===== config.mk =====
export PLATFORM = sky130hd
export DESIGN_NAME = traffic_phase_timer
export DESIGN_NICKNAME = d
export VERILOG_FILES = /design/src/rtl/traffic_phase_timer.sv
export SDC_FILE = /design/constraint.sdc
export NUM_CORES = 1
export LEC_CHECK = 0
export ABC_AREA = 1
export CAP_MARGIN = 20
export CORE_AREA = 3 3 40 42
export CTS_BUF_LIST = sky130_fd_sc_hd__clkbuf_4
export DETAILED_ROUTE_END_ITERATION = 10
export DIE_AREA = 0 0 43 45
export SLEW_MARGIN = 20
export SYNTH_ARGS = -nofsm -noshare
export SYNTH_HDL_FRONTEND = slang
export SYNTH_SLANG_ARGS = --single-unit

===== constraint.sdc =====
create_clock -name clk -period 2.28 [get_ports clk]
set_input_delay 0.228 -clock clk [delete_from_list [all_inputs] [get_ports clk]]
set_output_delay 0.228 -clock clk [all_outputs]
set_load 0.05 [all_outputs]

===== src/rtl/traffic_phase_timer.sv =====
// -----------------------------------------------------------------------------
// traffic_phase_timer
//
// Interval timer serving the traffic light controller's phase timeouts. One
// shared counter restarts on every start strobe. Each expiry flag is a
// threshold compare of the registered count against that phase's duration.
//
// Ports:
//   clk         in   1      system clock, rising edge
//   sync_reset  in   1      synchronous active-high reset (priority over start)
//   start       in   1      restart request, level-sampled at the rising edge
//   tMG         out  1      count >= MG_CYCLES (main green expired)
//   tMY         out  1      count >= MY_CYCLES (main yellow expired)
//   tSG         out  1      count >= SG_CYCLES (side green expired)
//   tSY         out  1      count >= SY_CYCLES (side yellow expired)
//   busy        out  1      count < max of all *_CYCLES (some flag still low)
//   count       out  CNT_W  current counter value (observation)
//
// Valid/ready semantics: there is no handshake here. start is a level that is
// sampled every rising edge. The flags are plain levels derived from the
// registered counter, so the controller may consume a flag and assert start in
// the same cycle without losing a phase.
// -----------------------------------------------------------------------------
module traffic_phase_timer #(
    parameter int CNT_W     = 4,
    parameter int MG_CYCLES = 8,
    parameter int MY_CYCLES = 3,
    parameter int SG_CYCLES = 6,
    parameter int SY_CYCLES = 2
) (
    input  logic             clk,
    input  logic             sync_reset,
    input  logic             start,
    output logic             tMG,
    output logic             tMY,
    output logic             tSG,
    output logic             tSY,
    output logic             busy,
    output logic [CNT_W-1:0] count
);

    localparam int MAX_LEGAL = (1 << CNT_W) - 1;

    // Elaboration-time range check on every phase duration.
    generate
        if (CNT_W < 1 || CNT_W > 30) begin : g_bad_cnt_w
            $error("traffic_phase_timer: CNT_W out of range");
        end
        if (MG_CYCLES < 1 || MG_CYCLES > MAX_LEGAL) begin : g_bad_mg
            $error("traffic_phase_timer: MG_CYCLES out of range");
        end
        if (MY_CYCLES < 1 || MY_CYCLES > MAX_LEGAL) begin : g_bad_my
            $error("traffic_phase_timer: MY_CYCLES out of range");
        end
        if (SG_CYCLES < 1 || SG_CYCLES > MAX_LEGAL) begin : g_bad_sg
            $error("traffic_phase_timer: SG_CYCLES out of range");
        end
        if (SY_CYCLES < 1 || SY_CYCLES > MAX_LEGAL) begin : g_bad_sy
            $error("traffic_phase_timer: SY_CYCLES out of range");
        end
    endgenerate

    // Longest phase: busy stays high until its flag asserts.
    localparam int MAX_AB    = (MG_CYCLES > MY_CYCLES) ? MG_CYCLES : MY_CYCLES;
    localparam int MAX_CD    = (SG_CYCLES > SY_CYCLES) ? SG_CYCLES : SY_CYCLES;
    localparam int MAX_CYC   = (MAX_AB > MAX_CD) ? MAX_AB : MAX_CD;

    localparam logic [CNT_W-1:0] MG_TH    = CNT_W'(MG_CYCLES);
    localparam logic [CNT_W-1:0] MY_TH    = CNT_W'(MY_CYCLES);
    localparam logic [CNT_W-1:0] SG_TH    = CNT_W'(SG_CYCLES);
    localparam logic [CNT_W-1:0] SY_TH    = CNT_W'(SY_CYCLES);
    localparam logic [CNT_W-1:0] MAX_TH   = CNT_W'(MAX_CYC);
    localparam logic [CNT_W-1:0] ALL_ONES = {CNT_W{1'b1}};

    logic [CNT_W-1:0] cnt_q;
    logic [CNT_W-1:0] cnt_d;

    // Reset wins over start; both clear the count. Otherwise count up and
    // saturate at all-ones so an expired flag can never fall back to 0.
    always_comb begin
        cnt_d = cnt_q;
        if (sync_reset) begin
            cnt_d = '0;
        end else if (start) begin
            cnt_d = '0;
        end else if (cnt_q != ALL_ONES) begin
            cnt_d = cnt_q + 1'b1;
        end
    end

    always_ff @(posedge clk) begin
        cnt_q <= cnt_d;
    end

    // Flags come straight off the registered count: no extra latency.
    always_comb begin
        tMG   = (cnt_q >= MG_TH);
        tMY   = (cnt_q >= MY_TH);
        tSG   = (cnt_q >= SG_TH);
        tSY   = (cnt_q >= SY_TH);
        busy  = (cnt_q < MAX_TH);
        count = cnt_q;
    end

endmodule

# ---- After elaboration in Yosys (flattened, before gate mapping)
# Cells that the tools add are included.
dict set report totals {
  register_bits 4
  out_inout_bits 9
  inputBits 3
  word_cells 9
}
dict set report classes {
  addsub 1
  eq_ne 1
  n_reduce_logical 1
  magnitude_cmp 5
}
# operator count
set ops {}
lappend ops {{4-bit by 2-bit greater-or-equal comparator with 1-bit output, second input constant} 2}
lappend ops {{4-bit by 1-bit adder with 4-bit output, second input constant} 1}
lappend ops {{4-bit by 3-bit greater-or-equal comparator with 1-bit output, second input constant} 1}
lappend ops {{4-bit greater-or-equal comparator, second input constant} 1}
lappend ops {{4-bit less-than comparator, second input constant} 1}
lappend ops {{4-bit != test, second input constant} 1}
lappend ops {{2-bit OR reduction} 1}

# ---- Logic depth before layout (Yosys ltp)
# Gate-level depths: netlist of run 1.
dict set report logic_depth {
  depth_word 1
  mapped_depth 5
  depth_no_buf 5
}

# ---- Worst setup path before layout of run 1
# Ideal clock, no wire load.
dict set report synth_timing {
  kind {reg-to-output}
  from {reg cnt_q[1] (netlist: count[1])}
  to {out tSG}
  n_path_buf 0
  required_time_ps 2052
  t_arrival_ps 1752
  stages_incl_launch_ff 4
  slack_ps 300
  cell_sequence {dfxtp_1 ha_1 nor2_1 a21oi_1}
}
dict set report synth_between {
  elab_chain_cells 1
}
# element line_no
set synth_lines {}
lappend synth_lines {{start, declared} 75} ;# logic [CNT_W-1:0] cnt_q;
lappend synth_lines {{start signal, assigned} 92} ;# cnt_q <= cnt_d;
lappend synth_lines {{4-bit by 3-bit greater-or-equal comparator with 1-bit output} 99} ;# tSG = (cnt_q >= SG_TH);
lappend synth_lines {{end, declared} 36} ;# output logic tSG,
# Every way passes these cells.

# ---- Worst setup path in the final report of run 1
dict set report layout_timing {
  from {reg cnt_q[0] (netlist: count[0])}
  to {out tMY}
}
dict set report layout_between {
  elab_chain_cells 1
}
# element line_no
set layout_lines {}
lappend layout_lines {{4-bit by 2-bit greater-or-equal comparator with 1-bit output} 98} ;# tMY = (cnt_q >= MY_TH);
lappend layout_lines {{end, declared} 35} ;# output logic tMY,
# Every way passes these cells.

==> results of run 1 <==
## layout make-up
class	count	share of cell area
multi-input combinational	27	0.356
clock buffer	3	0.0588
timing repair buffer	11	0.288
tap	15	0.0490
inverter	4	0.0392
sequential	4	0.209
## synth_stat cells, drive strengths merged
library cell	instances	area share
a21oi	1	0.021
clkbuf	1	0.016
dfxtp	4	0.34
ha	2	0.11
inv	4	0.064
nand2	10	0.16
nand3	2	0.064
nor2	11	0.21
o21ai	1	0.021
## critical path: stages, from the launching register on
cell	delay [ns]
dfxtp_1	0.42
ha_1	0.25
inv_1	0.05
nand2_1	0.06
clkdlybuf4s50_1	0.79
## metrics by stage
stage | setup slack (ns) | hold slack (ns) | power [mW]
after CTS | 0.236 | 0.549 | 0.192
after detailed placement | 0.493 | 0.544 | 0.102
after floorplan | 0.300 | 0.372 | 0.0911
final | 0.242 | 0.551 | 0.187
after global placement | 0.505 | 0.538 | 0.102
after global routing | 0.115 | 0.593 | 0.203
## power breakdown
part | total, mW | internal [mW] | switching [mW]
combinational | 0.0261 | 0.0104 | 0.0158
clock | 0.0860 | 0.0588 | 0.0272
sequential | 0.0748 | 0.0721 | 0.00268
total | 0.187 | 0.141 | 0.0456
## layout by cell type (no fill, tap or decap)
cell,n
clkdlybuf4s50_1,11
nor2_1,10
nand2_1,10
inv_1,4
dfxtp_1,4
clkbuf_4,3
ha_1,2
a21oi_1,1
nand3_2,1
nor2_4,1
nand3_1,1
o21ai_0,1
## logic make-up (layout without fill, tap and decap cells)
logic type,after synthesis,after routing,share of synthesized area
fa+ha+maj,2,2,0.106
simple gates,23,23,0.431
buf+inv,5,18,0.0798
flops,4,4,0.340
compound gates,2,2,0.0425
## per-layer routing
metal	up-vias	part of all wire	track usage	wire, um
met4	0	0	0.0361	0
met5	-	0	0	0
li1	137	-	-	-
met1	104	0.54	0.0887	271
met2	10	0.35	0.0689	175
met3	0	0.10	0.0478	51
## how the worst max path moves through the flow
stage          startpoint   to  slack (ns)  depth (start not counted)
3_5_place_dp     count[0]  tMY        0.49                          4
6_report         count[0]  tMY        0.24                          4
2_1_floorplan    count[1]  tSG        0.30                          3
5_1_grt          count[0]  tMY        0.12                          4
3_3_place_gp     count[0]  tMY        0.50                          4
4_1_cts          count[0]  tMY        0.24                          4
==> metrics, run 1 <==
CTS Buf Count 3; R2R depth 4; via count 251; largest net degree at the start of global routing 9; status complete, no violations; Clock Tree Buf Depth 2; Seq. cell area 80.1 um2; Max Cap Viol 0; IO Pins 12; Rel. slew slack 0.659; DRC 0; gr usage total 0.0648; Hold Startpoint count[1]; Non-Filler Instances 64; Starting Density 0.183; cell total after placement 61; nets 56; Rows 13; Worst setup SP type flip-flop; Setup Buffers After CTS 0; Area Growth Syn to Fin 62.8%; register bit count reported by yosys 4; clock root cell clkbuf_4; Worst Tran Pin Value 0.510 ns; Crit Path Class reg2out; global route overflow 0; post-CTS sizing 0; Max VDD drop 0.000230 V; final count of hold timing violations 0; share of cells above drive strength 1 0.102; crit path capture type output pin; CORE AREA 0.00128 mm2; Detailed Place HPWL 403 um; Worst-path clk slew 0.04 ns; Die Ht 45 um; Cells on Worst Hold Path 2; multi-input logic area 136 um2; min-delay worst type reg2reg; 1st-iter DRT viols 2; vias in the first global route a little over 200; die width roughly 43 um; Fillers approximately 150; post-route cell area between 300 and 400 um2; clock sinks 4; RSZ-0062 raised after global routing false; post-synthesis net count 41; Largest register FFs 4; GP Congestion 0.708; pwr dens 488 mW/mm2; antenna cells 0; Cell Area, Placed 360 um2; Max FO, Critical Path 6; setup TNS 0 ns; drt total wl 498 um; Clk Latency, worst-skew pair 0.23 ns; count of cell types in the netlist 11; H-tree Lvls 1; reg2reg setup slack 1.21 ns; Tcrit/Tclk final 0.894; drt pass-1 iters 2; Syn Inst Count 36; Arr. time, crit path roughly 1.8 ns; Mapped Area around 240 um2; first-pass GRT wire length 897 um; Avg WL per Cell 7.78 um; vias per inst 3.92; number of setup violations in the final report 0; CTS tree yes; Clock Skew approximately 0.0011 ns; Slew Limit Fails 0; Hold Buf Count CTS 0; post-synthesis sequential area ratio 0.340; Syn. warnings 0; area of the die 0.00194 mm2; static leakage 0.174 nW; Hold Path End count[1]; final core utilization 0.298; worst endpoint required time 2.05 ns; worst r2r dst count[0]; reg-to-reg startpoint count[0]; Buffers on Ports 11; Avg Inst Size Synth 6.53 um2; highest clock rate 491 MHz; antenna viol nets, final 0; min Tclk post-route 2.04 ns; initial antenna violation count 0
Power figures use the tool's default switching activity.
==> run 2: changes to the inputs <==
- ABC_CLOCK_PERIOD_IN_PS: not set -> 2280
==> results of run 2 <==
Final layout, timing and power as in run 1 (identical DEF).
==> RTL change 1 (settings of run 2) <==
Put a register stage on the output `tMY`, without a reset. The value now appears one clock later. The other outputs are not delayed to match. Comments in the files are not updated.
--- a/src/rtl/traffic_phase_timer.sv
+++ b/src/rtl/traffic_phase_timer.sv
@@ -42,2 +42,4 @@
     localparam int MAX_LEGAL = (1 << CNT_W) - 1;
+
+    logic tMY_d;
 
@@ -97,3 +99,3 @@
         tMG   = (cnt_q >= MG_TH);
-        tMY   = (cnt_q >= MY_TH);
+        tMY_d = (cnt_q >= MY_TH);
         tSG   = (cnt_q >= SG_TH);
@@ -104,2 +106,6 @@
 
+    always_ff @(posedge clk) begin
+        tMY <= tMY_d;
+    end
+
 endmodule
Check against the original RTL: not equivalent (Yosys sat finds a counterexample within 4 cycles, from zero or initial values).
==> RTL change 1 against run 2 <==
Synthesized cell count grew 2.8%; sequential cell count up 1; hold slack gained 0.0059 ns; largest power group unchanged; non-clock buffer count is the same; wire length is 3.0% higher; sequential power rose by 24%; first-iteration DRC count grew to 3.5 times the old value; largest cell class unchanged; design area up 7.2%; total power rose by 25%; area after synthesis rose by 8.5%; setup slack improved by 0.0051 ns.
==> RTL change 1: results (changes against run 2) <==
status=completed; Fillers=144 (-0.69%); via-per-instance ratio=3.86 (-1.5%); Layout non-clock buf frac=26.8% (-1.9 points); fraction of area in registers=24.4% (+3.5 points); multi-input combinational area share=33.2% (-2.4 points); end of the critical path=tSG; FF+latch count, synth=5 (+1); Pleak=0.187 nW (+7.3%); critical path fanouts, max=6 (unchanged); clock buffers=4 (+1); Pint=178 uW (+26%); Syn Nets=42 (+2.4%); first-pass GRT wire length=862 um (-3.9%); CP startpoint=count[1]; sequential power share=39.6% (-0.4 points); gr usage total=6.75% (+0.27 points); most common library cells after synthesis=10 x nand2_1, 10 x nor2_1, 5 x dfxtp_1; initial DRC count=7 (+5); share of layout cells above drive strength 1=11.8% (+1.6 points); max FFs per register=4 (unchanged); vias in the first global route=215 (+3.9%); VDD IR max=318 uV (+38%); CP peak stage delay=0.81 ns (+0.02 ns); Distinct cells, synth=11 (unchanged); clk cell area share=7.32% (+1.4 points); HPWL Detailed=389 um (-3.5%); Slew @ Worst Pin=0.493 ns (-0.0169 ns); Nets=57 (+1.8%); top cells by area, synth=dfxtp_1 39%, nand2_1 15%, nor2_1 15%; Seq/Total Area, Yosys=39.2% (+5.2 points); Worst Skew=0.000749 ns (-0.000384 ns); drt total wl=513 um (+3.0%)
RTL change 1: stage by stage:
stage	hold slack (ns)	area [sq um]	instances	setup WS, ns	total power, mW
CTS	0.562	410	66	0.227	0.238
detailed placement	0.554	380	62	0.497	0.120
global route	0.610	410	66	0.141	0.246
floorplan	0.372	255	37	0.300	0.109
finish	0.557	410	66	0.247	0.234
global placement	0.551	380	62	0.483	0.120
RTL change 1: per-layer routing:
metal	GRT usage (%)	routed length [um]	up-vias
met4	5.42	10	0
met1	7.00	225	101
li1	-	-	140
met3	6.77	71	2
met5	0	0	-
met2	7.78	205	12
RTL change 1: logic make-up (layout without fill, tap and decap cells):
kind of cell,after synthesis,after routing,synth area share [%]
compound gates,2,2,3.92
fa+ha+maj,2,2,9.80
buf+inv,5,19,7.35
simple gates,23,23,39.7
flops,5,5,39.2
RTL change 1: worst register-to-register path, cell delays in order, from the launching register on:
cell	delay, ns
dfxtp_1	0.42
ha_1	0.26
nand3_2	0.12
nor2_1	0.11
nor2_1	0.05
==> RTL change 2 (flow settings as in run 2) <==
Made on the original files. Change the parameter `MG_CYCLES` from 8 to 6.
--- a/src/rtl/traffic_phase_timer.sv
+++ b/src/rtl/traffic_phase_timer.sv
@@ -25,3 +25,3 @@
     parameter int CNT_W     = 4,
-    parameter int MG_CYCLES = 8,
+    parameter int MG_CYCLES = 6,
     parameter int MY_CYCLES = 3,
Check against the original RTL: not equivalent (Yosys sat finds a counterexample within 10 cycles, from zero or initial values).
==> RTL change 2 against run 2 <==
Sequential power about the same; hold slack better by 0.015 ns; design area increased by 0.65%; global-route usage is 0.68 points higher; critical path type unchanged; area after synthesis is 3.2% higher; setup slack got worse by 0.056 ns; largest power group unchanged; combinational power rose by 7%; count of clock-buffer cells in the layout is the same; synthesized cell count up 5.6%; total power is 1.9% higher; highest routed layer unchanged; wire length is 3.6% higher; die area did not move; sequential cell count stayed put.
==> RTL change 2: results (changes against run 2) <==
status=completed; most common library cells after synthesis=11 x nor2_1, 10 x nand2_1, 4 x dfxtp_1, 4 x inv_1, 2 x ha_1; routed wl met3=48 um (-5.9%); critical path fanouts, max=7 (+1); Pleak=0.188 nW (+8.1%); HPWL Detailed=417 um (+3.4%); Achievable Freq=478 MHz (-2.7%); hold_sp=count[0]; met1 GRT Util=9.16% (+0.28 points); Hold Path Depth=3 (+1); flop-to-flop setup slack=1.18 ns (-0.03 ns); DRT met1 WL=253 um (-6.6%); Compound-Gate Fraction of Synth Area=4.12% (-0.13 points); dpl ws=0.434 ns (-0.0588 ns); vias in the first global route=220 (+6.3%); Gate power share=14.6% (+0.6 points); ANT cells=0 (unchanged); Hold Path Sink=count[0]; sequential power share=39.2% (-0.8 points); reg2reg start=count[1]; RD Place Congestion=0.684 (-3.3%); H-Tree Depth=1 (unchanged); CP arrival=1.87 ns (+0.06 ns); Synth Warn #=0 (unchanged); Seq/Total Area, Yosys=33.0% (-1.1 points); largest net degree at the start of global routing=10 (+1); gr usage total=7.16% (+0.68 points); top cells by area, synth=dfxtp_1 33%, nor2_1 17%, nand2_1 15%; sw power=48.7 uW (+6.7%); VDD IR max=146 uV (-36%); final hold slack=0.565 ns (+0.0146 ns); met3 Use GR=3.98% (-0.80 points); first-pass GRT wire length=979 um (+9.1%); share of layout cells above drive strength 1=10.0% (-0.20 points); Syn Nets=43 (+4.9%); reg2reg path depth=5 (+1); r2r endpoint=count[3]; comb pwr=27.9 uW (+7%); Mapped Area=243 sq um (+3.2%); Slew @ Worst Pin=0.498 ns (-0.0116 ns); Nets=57 (+1.8%); met2 routed WL=214 um (+22%); Distinct cells, synth=12 (+1); Post-Synth Adder-Cell Area=10.3% (-0.33 points); routed len/inst=7.94 um (+2.0%); Worst Skew=0.00159 ns (+0.000459 ns)
==> RTL change 2: cell families (layout without fill, tap and decap cells) <==
kind of cell	Yosys count	count (layout)
and+or+nand+nor	24	24
buffers and inverters	6	18
DFF	4	4
adders and majority gates	2	2
AOI/OAI and AO/OA	2	2
==> RTL change 2: through the flow <==
| stage | util, % | instances | area [sq um] |
|---|---|---|---|
| floorplan | - | 38 | 246 |
| global placement | 28.2 | 62 | 363 |
| detailed placement | 28.2 | 62 | 363 |
| CTS | 30.0 | 65 | 385 |
| global route | 30.0 | 65 | 385 |
| finish | 30.0 | 65 | 385 |
==> RTL change 2: layout make-up <==
| class | instances | area (sq um) |
|---|---|---|
| inverter | 4 | 15.0 |
| fill | 151 | 900 |
| timing repair buffer | 11 | 110 |
| sequential | 4 | 80.1 |
| tap | 15 | 18.8 |
| multi-input combinational | 28 | 139 |
| clock buffer | 3 | 22.5 |
